[src/rtl/popgen_pkg.sv]
// Shared types and mask helpers for the popcount pattern generator.
// Configuration macro used by the top: POPGEN_INDEX_EN (adds out_index port).
package popgen_pkg;

    typedef enum logic [0:0] {
        IDLE = 1'b0,
        EMIT = 1'b1
    } state_t;

    localparam int MAX_W = 32;

    // Lowest k bits set, clipped to width: the first (smallest) k-ones pattern.
    function automatic logic [MAX_W-1:0] low_mask(input int k, input int width);
        logic [MAX_W-1:0] m;
        m = '0;
        for (int i = 0; i < MAX_W; i++) begin
            if (i < k && i < width) begin
                m[i] = 1'b1;
            end
        end
        return m;
    endfunction

    // Highest k bits of a width-bit word set: the last (largest) k-ones pattern.
    function automatic logic [MAX_W-1:0] high_mask(input int k, input int width);
        logic [MAX_W-1:0] m;
        m = '0;
        for (int i = 0; i < MAX_W; i++) begin
            if (i < width && i >= width - k) begin
                m[i] = 1'b1;
            end
        end
        return m;
    endfunction

endpackage

[src/rtl/popgen_next.sv]
// Combinational Gosper step: given a word x, produce the next larger word with
// the same number of ones. Only meaningful for x != 0 and x not already the
// highest pattern; the caller stops on the last pattern.
module popgen_next
    import popgen_pkg::*;
#(
    parameter int WIDTH = 3
) (
    input  logic [WIDTH-1:0] i_x,
    output logic [WIDTH-1:0] o_next
);

    localparam int CTZW = (WIDTH > 2) ? $clog2(WIDTH) : 1;

    logic [WIDTH-1:0] w_lowbit;
    logic [WIDTH-1:0] w_ripple;
    logic [WIDTH-1:0] w_changed;
    logic [CTZW-1:0]  w_ctz;

    assign w_lowbit  = i_x & (~i_x + WIDTH'(1));
    assign w_ripple  = i_x + w_lowbit;
    assign w_changed = i_x ^ w_ripple;

    // Trailing-zero count: scan from the top so the lowest set bit wins.
    always_comb begin
        w_ctz = '0;
        for (int i = WIDTH - 1; i >= 0; i--) begin
            if (i_x[i]) begin
                w_ctz = CTZW'(i);
            end
        end
    end

    assign o_next = w_ripple | ((w_changed >> 2) >> w_ctz);

endmodule

[src/rtl/popcount_pattern_gen.sv]
// Streams every WIDTH-bit word with exactly k ones, in ascending order, one
// word per accepted output beat. Requests with k > WIDTH pulse err instead.
// Optional feature macro: POPGEN_INDEX_EN adds out_index (beat number).
module popcount_pattern_gen
    import popgen_pkg::*;
#(
    parameter int WIDTH = 3,
    parameter int CW    = $clog2(WIDTH + 1)
) (
    input  logic             clk,
    input  logic             rst,
    input  logic             req_valid,
    output logic             req_ready,
    input  logic [CW-1:0]    req_count,
    output logic             out_valid,
    input  logic             out_ready,
    output logic [WIDTH-1:0] out_word,
    output logic             out_last,
    output logic             err
`ifdef POPGEN_INDEX_EN
    ,
    output logic [WIDTH-1:0] out_index
`endif
);

    localparam logic [CW:0] WIDTH_C = (CW + 1)'(WIDTH);

    state_t           r_state;
    state_t           w_state_nxt;
    logic [CW-1:0]    r_k;
    logic [WIDTH-1:0] r_word;
    logic             r_last;
    logic             r_err;

    logic             w_accept;
    logic             w_k_bad;
    logic             w_fire;
    logic [WIDTH-1:0] w_first;
    logic [WIDTH-1:0] w_first_hi;
    logic [WIDTH-1:0] w_hi;
    logic [WIDTH-1:0] w_next;

    assign req_ready = (r_state == IDLE);
    assign out_valid = (r_state == EMIT);
    assign out_word  = r_word;
    assign out_last  = r_last;
    assign err       = r_err;

    assign w_accept   = req_valid && req_ready;
    assign w_k_bad    = {1'b0, req_count} > WIDTH_C;
    assign w_fire     = out_valid && out_ready;
    assign w_first    = WIDTH'(low_mask(int'(req_count), WIDTH));
    assign w_first_hi = WIDTH'(high_mask(int'(req_count), WIDTH));
    assign w_hi       = WIDTH'(high_mask(int'(r_k), WIDTH));

    popgen_next #(
        .WIDTH (WIDTH)
    ) u_next (
        .i_x    (r_word),
        .o_next (w_next)
    );

    // State register.
    always_ff @(posedge clk) begin
        if (rst) begin
            r_state <= IDLE;
        end else begin
            r_state <= w_state_nxt;
        end
    end

    // Next-state: start on a valid request, return to idle after the last beat.
    always_comb begin
        w_state_nxt = r_state;
        case (r_state)
            IDLE: begin
                if (w_accept && !w_k_bad) begin
                    w_state_nxt = EMIT;
                end
            end
            EMIT: begin
                if (w_fire && r_last) begin
                    w_state_nxt = IDLE;
                end
            end
            default: w_state_nxt = IDLE;
        endcase
    end

    // Pattern datapath: load first pattern on accept, advance on each transfer.
    always_ff @(posedge clk) begin
        if (rst) begin
            r_k    <= '0;
            r_word <= '0;
            r_last <= 1'b0;
            r_err  <= 1'b0;
        end else begin
            r_err <= w_accept && w_k_bad;
            if (w_accept && !w_k_bad) begin
                r_k    <= req_count;
                r_word <= w_first;
                r_last <= (w_first == w_first_hi);
            end else if (w_fire) begin
                if (r_last) begin
                    r_word <= '0;
                    r_last <= 1'b0;
                end else begin
                    r_word <= w_next;
                    r_last <= (w_next == w_hi);
                end
            end
        end
    end

`ifdef POPGEN_INDEX_EN
    logic [WIDTH-1:0] r_index;

    assign out_index = r_index;

    // Beat counter: zero at the first beat, cleared again once the stream ends.
    always_ff @(posedge clk) begin
        if (rst) begin
            r_index <= '0;
        end else if (w_accept) begin
            r_index <= '0;
        end else if (w_fire) begin
            if (r_last) begin
                r_index <= '0;
            end else begin
                r_index <= r_index + WIDTH'(1);
            end
        end
    end
`endif

endmodule
[config.mk]
export PLATFORM = sky130hd
export DESIGN_NAME = popcount_pattern_gen
export DESIGN_NICKNAME = d
export VERILOG_FILES = /design/src/rtl/popgen_pkg.sv /design/src/rtl/popgen_next.sv /design/src/rtl/popcount_pattern_gen.sv
export SDC_FILE = /design/constraint.sdc
export NUM_CORES = 1
export LEC_CHECK = 0
export CORE_AREA = 2 2 39 41
export DETAILED_ROUTE_END_ITERATION = 6
export DIE_AREA = 0 0 41 43
export HOLD_SLACK_MARGIN = 0.02
export PLACE_DENSITY = 0.65
export SYNTH_ARGS = -nofsm -noshare
export SYNTH_HDL_FRONTEND = slang
export SYNTH_SLANG_ARGS = --single-unit
[constraint.sdc]
create_clock -name clk -period 2.8 [get_ports clk]
set_input_delay 0.7 -clock clk [delete_from_list [all_inputs] [get_ports clk]]
set_output_delay 0.7 -clock clk [all_outputs]
set_load 0.05 [all_outputs]
### After elaboration in Yosys (flattened, before gate mapping)

Index checks and enable logic that the tools add are counted.
Widths: inputs -> output; s select.

| storage, ports and cells | value |
|---|---|
| word-level logic and storage cells | 50 |
| output and inout port bits | 7 |
| register bits | 7 |
| input bits | 6 |

| operators by class | value |
|---|---|
| add/sub/neg operators | 4 |
| order comparisons | 9 |
| bitwise gates (word level) | 5 |
| mux-type cells | 21 |
| shift operators | 1 |
| reductions and logical operators | 4 |
| equal/unequal tests | 2 |

Operators by type and width:

| kind | count |
|---|---|
| $ge 1x32->1 const A | 2 |
| $ge 2x32->1 const A | 2 |
| $ge 3x32->1 const A | 2 |
| $mux 1 | 14 |
| $mux 3 | 3 |
| $eq 3x3->1 | 2 |
| $mux 2 | 3 |
| $sub 2x2->3 const A | 2 |
| $lt 1x2->1 const A | 2 |
| $add 3x1->3 const B | 1 |
| $add 3x3->3 | 1 |
| $and 3x3->3 | 1 |
| $logic_and 1x1->1 | 3 |
| $not 3->3 | 1 |
| $or 3x3->3 | 1 |
| $shr 1x2->3 | 1 |
| $xor 3x3->3 | 1 |
| $lt 2x2->1 const A | 1 |
| $pmux 1 s2 | 1 |
| $reduce_bool 2->1 | 1 |
| $not 1->1 | 1 |

### Logic depth before layout (Yosys ltp)

| depth | value |
|---|---|
| word-level depth | 11 |
| mapped depth | 5 |
| gate-level depth less buffers | 5 |

### By module

A second synthesis with hierarchy kept.

| unflattened totals | value |
|---|---|
| cell total of the unflattened synthesis | 47 |
| area total of the unflattened synthesis | 400.4 µm² |

By module, submodules not included:

| module | times used | cells each | area an instance (µm²) |
|---|---|---|---|
| popcount_pattern_gen | 1 | 44 | 364.1 |
| popgen_next | 1 | 3 | 36.3 |

### Worst setup path after synthesis

OpenSTA, ideal clock, no wires.

| timing | value |
|---|---|
| path kind | register -> output |
| from | register r_state (netlist: out_valid) |
| to | output port req_ready |
| cell stages (with the launch flop) | 2 |
| setup slack | 0.995 ns |
| arrival time | 1.105 ns |
| cell sequence | dfxtp_1 > inv_1 |

| between the ends | value |
|---|---|
| cells in the longest elaborated chain, start to end | 1 |

Ends and longest elaborated chain:

| item | line | source |
|---|---|---|
| from (decl) | popcount_pattern_gen.sv:28 | `state_t r_state;` |
| from (signal assigned) | popcount_pattern_gen.sv:68 | `r_state <= w_state_nxt;` |
| $not 1->1 | popcount_pattern_gen.sv:43 | `assign req_ready = (r_state == IDLE);` |
| to (decl) | popcount_pattern_gen.sv:13 | `output logic req_ready,` |

No other way between the ends.

### Worst setup path in the final report

| timing | value |
|---|---|
| from | register r_state (netlist: out_valid) |
| to | output port out_valid |

RTL lines:

| item | line | source |
|---|---|---|
| to (decl) | popcount_pattern_gen.sv:15 | `output logic out_valid,` |

No word-level cell between the ends.

==> tab_implementation.tex <==
\begin{tabular}{lr}
\hline
Metric & Value \\
\hline
\multicolumn{2}{l}{\textbf{STA}} \\
Pins Over Slew Limit & 0 \\
Total negative slack for setup checks & 0 ns \\
Setup skew after layout & 0.00347 ns \\
RSZ-0062 raised after global routing & false \\
Final Critical Period & around 2.3 ns \\
Fmax & between 400 and 500 MHz \\
Fraction of the cycle the final worst path needs & between 80\% and 90\% \\
Hold Fails Final Rpt & 0 \\
Setup violation total in the final timing report & 0 \\
\multicolumn{2}{l}{\textbf{Power and ir drop}} \\
Power density of the placed cells & between 500 and 600 mW/mm² \\
Leakage power total & approximately 0.21 nW \\
Post-route total power & just under 300 µW \\
Largest vdd supply drop & about 0.00022 V \\
\multicolumn{2}{l}{\textbf{Detailed routing}} \\
Via total after detailed routing & slightly below 400 \\
DR vias/cell & approximately 4.9 \\
Total Routed Length & between 800 and 900 µm \\
Drc violations & 0 \\
DRT Pass-1 Iters & 4 \\
Remaining number of nets flagged by the antenna check after routing & 0 \\
WL per Instance & between 10 and 15 µm \\
Violation count after the first detailed-routing iteration & 5 \\
\multicolumn{2}{l}{\textbf{Worst setup path}} \\
R2R cell count & 4 \\
Maximum cell stage delay along the critical path & roughly 0.85 ns \\
Startpoint-to-endpoint class of the critical path & reg -> out \\
Cell Chain, Critical Path & clkdlybuf4s50\_1 \\
Element type at the critical path end & output pin \\
Biggest fanout along the worst timing path & 8 \\
Critical Path Source Type & flop \\
CP Buf/Inv Count & 1 \\
Number of gates on the worst path with buffers counted & 1 \\
Data arrival, critical path & between 1.5 and 2 ns \\
Critical path's slowest cell & sky130\_fd\_sc\_hd\_\_clkdlybuf4s50\_1 \\
Critical Path RT & 2.10 ns \\
CP delay by family, top & buffers and inverters \\
\multicolumn{2}{l}{\textbf{Floorplanning}} \\
Starting density of the core & roughly 29\% \\
Core Area & about 0.0014 mm² \\
Std cell rows & 14 \\
Die W & 41 µm \\
Die Height & roughly 43 µm \\
Count of boundary I/O pins & 13 \\
Die Footprint & 0.00176 mm² \\
\multicolumn{2}{l}{\textbf{Logic synthesis}} \\
Post-Synthesis Net Count & 57 \\
Yosys warning total & 0 \\
Ranking of synthesized cells by area & sky130\_fd\_sc\_hd\_\_dfxtp\_1 (35\%), sky130\_fd\_sc\_hd\_\_a21oi\_1 (7.5\%), sky130\_fd\_sc\_hd\_\_ha\_1 (6.3\%) \\
Synthesized netlist cell count & $\sim$50 \\
Number of enable flip-flop cells after synthesis & 0 \\
Share of synthesized flip-flops with an asynchronous set or reset & 0\% \\
Most instantiated flip-flop cell in the synthesis netlist & sky130\_fd\_sc\_hd\_\_dfxtp\_1 \\
Mean instance size in the synthesized netlist & between 8 and 9 µm² \\
Sequential element share of the synthesized area & a little over a third \\
Largest area contributor in the netlist & sky130\_fd\_sc\_hd\_\_dfxtp\_1 \\
Netlist area before placement & between 300 and 400 µm² \\
Most frequent cells after synthesis & sky130\_fd\_sc\_hd\_\_dfxtp\_1 (7), sky130\_fd\_sc\_hd\_\_a21oi\_1 (6), sky130\_fd\_sc\_hd\_\_nand2\_1 (6), sky130\_fd\_sc\_hd\_\_inv\_1 (5), sky130\_fd\_sc\_hd\_\_nor2\_1 (5) \\
Number of distinct standard cells referenced by the synthesized netlist & 23 \\
Fraction of synthesized cell area taken by the top area cell type & between 30\% and 40\% \\
Number of synthesized register bits & 7 \\
Cell with the most instances after synthesis & sky130\_fd\_sc\_hd\_\_dfxtp\_1 \\
\multicolumn{2}{l}{\textbf{Finish}} \\
Count of inserted antenna diode cells & 0 \\
Filler-free cell count of the finished design & between 70 and 80 \\
Net count of the finished layout & 71 \\
Area growth, synth to finish & 36.4\% \\
Fraction of final layout cells sized beyond drive strength 1 & roughly a tenth \\
\multicolumn{2}{l}{\textbf{Global routing}} \\
Global-route usage over all layers & 12.1\% \\
Wire length of the first global-routing pass & $\sim$1400 µm \\
Congestion Overflow GR & 0 \\
Via count of the first global-routing pass & roughly 330 \\
Maximum number of pins on one net before global-route repair & 9 \\
Initial antenna violation count & 0 \\
\multicolumn{2}{l}{\textbf{Clock tree}} \\
TritonCTS clock tree & yes \\
H-tree levels & 1 \\
Clock latency reported for the late side of the worst-skew pair & around 0.26 ns \\
Number of clock buffers inserted by TritonCTS & 3 \\
Buffer cell driving the clock tree root & sky130\_fd\_sc\_hd\_\_clkbuf\_4 \\
Cts repair resizes & 0 \\
Clk sinks & 7 \\
Clock-pin slew on the worst setup and hold paths & 0.05 ns \\
Post-cts hold buffer count & 0 \\
Clock tree buffer depth & 2 \\
Setup fix buffers added after clock tree synthesis & 0 \\
\multicolumn{2}{l}{\textbf{Outcome}} \\
Result of the run & finished clean \\
\multicolumn{2}{l}{\textbf{Placed design}} \\
DP Wirelength & about 640 µm \\
Final weighted congestion in routability-driven placement & 0.779 \\
Port Buffer Count & 11 \\
Cell total after placement & 74 \\
\multicolumn{2}{l}{\textbf{Hold path}} \\
Cell depth of the worst hold path & 2 \\
Worst hold path type & reg -> reg \\
\multicolumn{2}{l}{\textbf{Run}} \\
Max-capacitance violation count & 0 \\
\hline
\end{tabular}
## final timing paths
path                                 start                  endpoint  slack (ns)
setup / recovery      out_valid$_SDFF_PP0_                 out_valid        0.53
setup reg to reg  out_word[1]$_SDFFE_PP0P_  out_word[2]$_SDFFE_PP0P_        1.53
hold reg to reg        r_k[1]$_SDFFE_PP0P_       r_k[1]$_SDFFE_PP0P_        0.50
hold / removal         r_k[1]$_SDFFE_PP0P_       r_k[1]$_SDFFE_PP0P_        0.50
## stage by stage
stage | utilization [%] | hold slack [ns] | setup slack [ns] | instance area [µm²]
after floorplan | - | 0.462 | 0.995 | 399
after global placement | 37.4 | 0.488 | 0.813 | 518
after detailed placement | 37.4 | 0.497 | 0.813 | 518
after CTS | 39.3 | 0.504 | 0.519 | 544
after global routing | 39.3 | 0.540 | 0.475 | 544
final | 39.3 | 0.505 | 0.533 | 544
## cell usage in the layout (no fill, tap or decap), drive strengths merged
master         instances
xor2                   1
ha                     2
o22ai                  1
nor2b                  2
a2111o                 1
dfxtp                  7
clkbuf                 4
a22oi                  1
nand4b                 1
inv                    5
a21oi                  6
a31oi                  1
a222oi                 1
xnor2                  1
nor2                   5
o22a                   1
mux2                   1
nand2                  6
a311oi                 1
nand2b                 1
clkdlybuf4s50         11
o32ai                  1
conb                   1
## state kept, by name, summed over array words and instances (netlist names)
register and flops:
out_word 3, r_k 2, out_last 1, out_valid 1
## metal layers
metal | up-vias | GRT usage [%] | share of wire (%)
met5 | - | 0 | 0
met4 | 0 | 10.0 | 4.6
met3 | 5 | 4.71 | 4.6
met2 | 12 | 15.3 | 47
met1 | 172 | 15.2 | 43
li1 | 197 | - | -
## cell families after synthesis
group	synth area share, %
AO/OA/AOI/OAI	24.5
XOR/XNOR	4.39
adder cells (fa/ha/maj)	6.27
buffers and inverters	7.52
flip-flops	35.1
multiplexers	2.82
other	0.940
AND/OR/NAND/NOR	18.5
## cell type report
| type | count | area (µm²) |
|---|---|---|
| Clock buffer | 4 | 26.3 |
| Fill cell | 150 | 840 |
| Inverter | 5 | 18.8 |
| Multi-Input combinational cell | 35 | 229 |
| Sequential cell | 7 | 140 |
| Tap cell | 16 | 20.0 |
| Timing Repair Buffer | 11 | 110 |
## power by group
part           leakage (nW)  internal, mW  switching (mW)
Clock                0.0150        0.0544          0.0385
Combinational         0.140        0.0325          0.0464
Sequential           0.0577         0.107          0.0106
Total                 0.213         0.194          0.0956
(Power assumes the default switching activity.)
